--- src/rtl/multdiv_pkg.sv ---
// multdiv_pkg: shared state encoding and iteration constants for the multiply/divide sequencer.
package multdiv_pkg;
    typedef enum logic [1:0] {IDLE = 2'd0, LOAD = 2'd1, RUN = 2'd2, DONE = 2'd3} state_t;
    localparam int MULT_ITERS = 16;
    localparam int DIV_ITERS  = 32;
    localparam int CNT_W      = 6;
endpackage

--- src/rtl/multdiv_iter_counter.sv ---
// iter_counter: up counter with synchronous clear/enable and a terminal-count compare against term_i.
module iter_counter #(
    parameter int W = 6
) (
    input  logic         clk,
    input  logic         clr_n,
    input  logic         clr_i,
    input  logic         en_i,
    input  logic [W-1:0] term_i,
    output logic [W-1:0] cnt_o,
    output logic         tc_o
);
    logic [W-1:0] cnt_q, cnt_d;
    always_comb cnt_d = clr_i ? '0 : en_i ? cnt_q + W'(1) : cnt_q;
    always_ff @(posedge clk) begin
        if (!clr_n) cnt_q <= '0;
        else        cnt_q <= cnt_d;
    end
    assign cnt_o = cnt_q;
    assign tc_o  = cnt_q == term_i;
endmodule

--- src/rtl/multdiv_seq.sv ---
// multdiv_seq: IDLE/LOAD/RUN/DONE sequencer for the multi-cycle multiply/divide registers.
// Optional MULTDIV_EARLY_TERM_EN lets rem_zero end a multiply early.
module multdiv_seq
    import multdiv_pkg::*;
#(
    parameter int MULT_ITERS = multdiv_pkg::MULT_ITERS,
    parameter int DIV_ITERS  = multdiv_pkg::DIV_ITERS,
    parameter int CNT_W      = multdiv_pkg::CNT_W
) (
    input  logic             clk,
    input  logic             clr_n,
    input  logic             ctrl_mult,
    input  logic             ctrl_div,
    input  logic             divisor_zero,
    input  logic             rem_zero,
    output logic             op_is_div,
    output logic             load_en,
    output logic             step_en,
    output logic [CNT_W-1:0] step_idx,
    output logic             busy,
    output logic             data_ready,
    output logic             data_exception
);
    localparam logic [CNT_W-1:0] MULT_LAST = CNT_W'(MULT_ITERS - 1);
    localparam logic [CNT_W-1:0] DIV_LAST  = CNT_W'(DIV_ITERS - 1);
    state_t state_q, state_d;
    logic op_q, op_d, exc_q, exc_d;
    logic start, div_start, zero_div, early, tc, last;
    assign start     = ctrl_mult | ctrl_div;
    assign div_start = ctrl_div & ~ctrl_mult;
    assign zero_div  = div_start & divisor_zero;
`ifdef MULTDIV_EARLY_TERM_EN
    assign early = ~op_q & rem_zero;
`else
    assign early = 1'b0 & rem_zero;
`endif
    assign last = tc | early;
    always_comb begin
        state_d = state_q;
        op_d    = op_q;
        exc_d   = exc_q;
        if (start) begin
            state_d = zero_div ? DONE : LOAD;
            op_d    = div_start;
            exc_d   = zero_div;
        end else begin
            state_d = state_q == LOAD ? RUN :
                      state_q == RUN  ? (last ? DONE : RUN) : IDLE;
        end
    end
    always_ff @(posedge clk) begin
        if (!clr_n) begin
            state_q <= IDLE;
            op_q    <= 1'b0;
            exc_q   <= 1'b0;
        end else begin
            state_q <= state_d;
            op_q    <= op_d;
            exc_q   <= exc_d;
        end
    end
    // Counter holds on the last step so step_idx never wraps past ITERS-1.
    iter_counter #(.W(CNT_W)) u_cnt (
        .clk    (clk),
        .clr_n  (clr_n),
        .clr_i  (start),
        .en_i   (state_q == RUN && !last),
        .term_i (op_q ? DIV_LAST : MULT_LAST),
        .cnt_o  (step_idx),
        .tc_o   (tc)
    );
    assign op_is_div      = op_q;
    assign load_en        = state_q == LOAD;
    assign step_en        = state_q == RUN;
    assign busy           = state_q == LOAD || state_q == RUN;
    assign data_ready     = state_q == DONE;
    assign data_exception = state_q == DONE && exc_q;
endmodule
--- config.mk ---
export PLATFORM = sky130hd
export DESIGN_NAME = multdiv_seq
export DESIGN_NICKNAME = d
export VERILOG_FILES = /design/src/rtl/multdiv_pkg.sv /design/src/rtl/multdiv_iter_counter.sv /design/src/rtl/multdiv_seq.sv
export SDC_FILE = /design/constraint.sdc
export NUM_CORES = 1
export LEC_CHECK = 0
export CORE_UTILIZATION = 38
export CTS_CLUSTER_SIZE = 20
export DETAILED_ROUTE_END_ITERATION = 8
export PLACE_DENSITY = 0.75
export SLEW_MARGIN = 20
export SYNTH_ARGS = -nofsm -noshare
export SYNTH_HDL_FRONTEND = slang
export SYNTH_SLANG_ARGS = --single-unit
--- constraint.sdc ---
create_clock -name clk -period 1.4 [get_ports clk]
set_input_delay 0.14 -clock clk [delete_from_list [all_inputs] [get_ports clk]]
set_output_delay 0.14 -clock clk [all_outputs]
set_load 0.1 [all_outputs]
==> qor.yml <==
synth:
  synthMostInstantiatedCell: "dfxtp_1"
  synth-seq-area-share_pct: 37.0
  synth_warnings: 0
  synth_fp_nets: 68
  ys_ff_latch: 10
  synth_area_leaders: "dfxtp_1 37%, ha_1 9.3%, mux2i_1 7.4%"
  yosys.area.top_type: "dfxtp_1"
  synth_cells: 58
  synth_cell_type_count: 26
  synth-edff-count: 0
  ys_top_cells_by_count: "10 x dfxtp_1, 5 x nand2_1, 5 x nor2_1, 4 x ha_1, 4 x mux2i_1"
  avgSynthCellArea_um2: 9.32
  synth_area_um2: 541
  synthArstFlopShare_pct: 0
  synth-main-ff-cell: "dfxtp_1"
  synth_top_area_share_pct: 37.0
final_layout:
  fillerInstances: 92
  drive_above_1_share_pct: 42.3
  fin_nets: 89
  antenna_cells: 0
  final_core_utilization_pct: 68.6
  area_growth_pct: 67.1
min_path:
  min-delay-path-class: "in2reg"
die:
  initial_core_util_pct: 41.0
  die-area_um2: 1580
  die_y_um: 39.7
  core_um2: 1320
  pin_count: 18
  die_w_um: 39.7
  rows: 13
drt:
  avgRoutedWirePerCell_um: 11.2
  drt_wl_total_mm: 1.05
  vias: 491
  firstDrtPassIters: 4
  drt-initial-drc-count: 4
  drc: 0
  ant_nets: 0
  vias_per_cell: 5.28
sta:
  worstMarginPinSlew_ns: 0.362
  finalCritPeriodShare_pct: 94.8
  hold_violations: 0
  skew_ns: 0.00379
  slew_violations: 0
  post-route-min-period_ns: 1.33
  setup-violations-final: 0
  finalSetupTns_ns: 0
  max_slew_margin_pct: 75.9
  holdWs_ns: 0.469
  rsz0062_at_grt: "false"
  fmax_mhz: 754
grt:
  grt_antenna_before_repair: 0
  grt_max_degree: 10
  grt_pass1_wl_mm: 1.74
  grt-ovfl-total: 0
  busiest_layer: "met2"
  grt_use_met2_pct: 27.9
  grt_util_met1_pct: 19.1
  met3_usage_pct: 3.98
  grt_pass1_vias: 426
  grtUsageTotal_pct: 17.2
clock_tree:
  clk_latency_ns: 0.27
  root_buffer: "clkbuf_4"
  cts.sinks: 10
  cts_setup_buffers: 0
  clockBufferDepth: 2
  cts_buffers: 3
  cts_htree_levels: 1
  clk_pin_slew_worst_paths_ns: 0.07
  cts_tree: "yes"
setup_path:
  crit_chain: "inv_2 -> ha_4 -> inv_1 -> buf_12"
  start_kind: "flop"
  cp.required_ns: 1.26
  cp_slowest_cell: "dfxtp_2"
  path_class: "reg2out"
  max_stage_delay_ns: 0.36
  cp-end-kind: "output port"
  path_max_fanout: 3
  critPathBufInv: 3
  critPathTopFamily: "flip-flops"
  critPathArrivalTime_ns: 1.19
placement:
  io_buffers: 16
  gp_congestion: 0.690
job:
  drv_cap: 0
power_and_ir_drop:
  p_leak_uw: 0.000356
  ir_worst_vdd_mv: 0.444
  power_density_nw_per_um2: 748
run_status:
  status: "finished clean"
## area by class of cell
type                    count  area, µm²  area share, %
flip-flops and latches     10        216           24.0
well taps                  15       18.8           2.08
clock buffers               3       22.5           2.49
repair buffers             17        288           31.9
inverters                   3       11.3           1.25
clock inverters             1       3.75          0.416
multi-input cells          44        343           38.0
## kinds of logic after synthesis
family	after synthesis	synth area share [%]
and+or+nand+nor	23	24.5
xor gates and xnor gates	3	4.86
buffers and inverters	4	4.17
muxes	4	7.41
adders and majority gates	4	9.26
DFF	10	37.0
AOI/OAI and AO/OA	10	12.7
## flip-flops by register name, summed over array words and instances (netlist names)
register     count
state_q          2
u_cnt.cnt_o      6
exc_q            1
op_is_div        1
## worst paths after layout
kind	from	to	slack, ns	cells past startpoint
max	state_q[0]$_SDFF_PN0_	busy	0.07	4
min	clr_n	state_q[0]$_SDFF_PN0_	0.47	2
max reg2reg	u_cnt.cnt_o[0]$_SDFFE_PP0P_	u_cnt.cnt_o[0]$_SDFFE_PP0P_	0.13	4
min reg2reg	exc_q$_SDFFE_PN0P_	exc_q$_SDFFE_PN0P_	0.50	2
## stage by stage
step / std cells / power [µW] / worst slack [ns] / instance area [µm²]
4_1_cts: 93 / 674 / 0.0119 / 901
6_report: 93 / 676 / 0.0729 / 903
3_3_place_gp: 89 / 462 / 0.0678 / 875
2_1_floorplan: 58 / 407 / -0.0743 / 579
3_5_place_dp: 89 / 466 / 0.0287 / 875
5_1_grt: 93 / 695 / 0.0447 / 903
## where the power goes
| part | total, µW | switching [µW] | internal (µW) |
|---|---|---|---|
| clock | 217 | 113 | 103 |
| combinational | 164 | 98.7 | 65.8 |
| sequential | 295 | 7.56 | 287 |
| total | 676 | 220 | 456 |
## routing by layer
metal	part of all wire, %	vias to the layer above
met5	0	-
met4	3.0	0
met3	4.0	5
met2	50	15
met1	43	223
li1	-	248
## worst reg2reg max path, delay by kind of cell (launching register included)
family,cells,cell delay (ns)
and+or+nand+nor,1,0.21
adders and majority gates,1,0.23
AOI/OAI and AO/OA,1,0.20
DFF,1,0.37
muxes,1,0.19
## repair_timing
action,4_1_cts,5_1_grt
resized for setup,0,2
hold buffers,0,0
endpoints found under the setup margin,0,2
## placed cells by master, fill, tap and decap left out, types with 2 or more instances in the layout
cell type	count
a21oi_1	2
buf_12	12
clkbuf_4	3
clkdlybuf4s50_1	4
dfxtp_2	7
dfxtp_4	2
ha_2	2
inv_1	2
mux2i_1	4
nand2_1	5
nand2b_1	3
nand4_1	2
nor2_1	5
xor2_1	2
No activity file was read; power rests on OpenSTA's default activity.
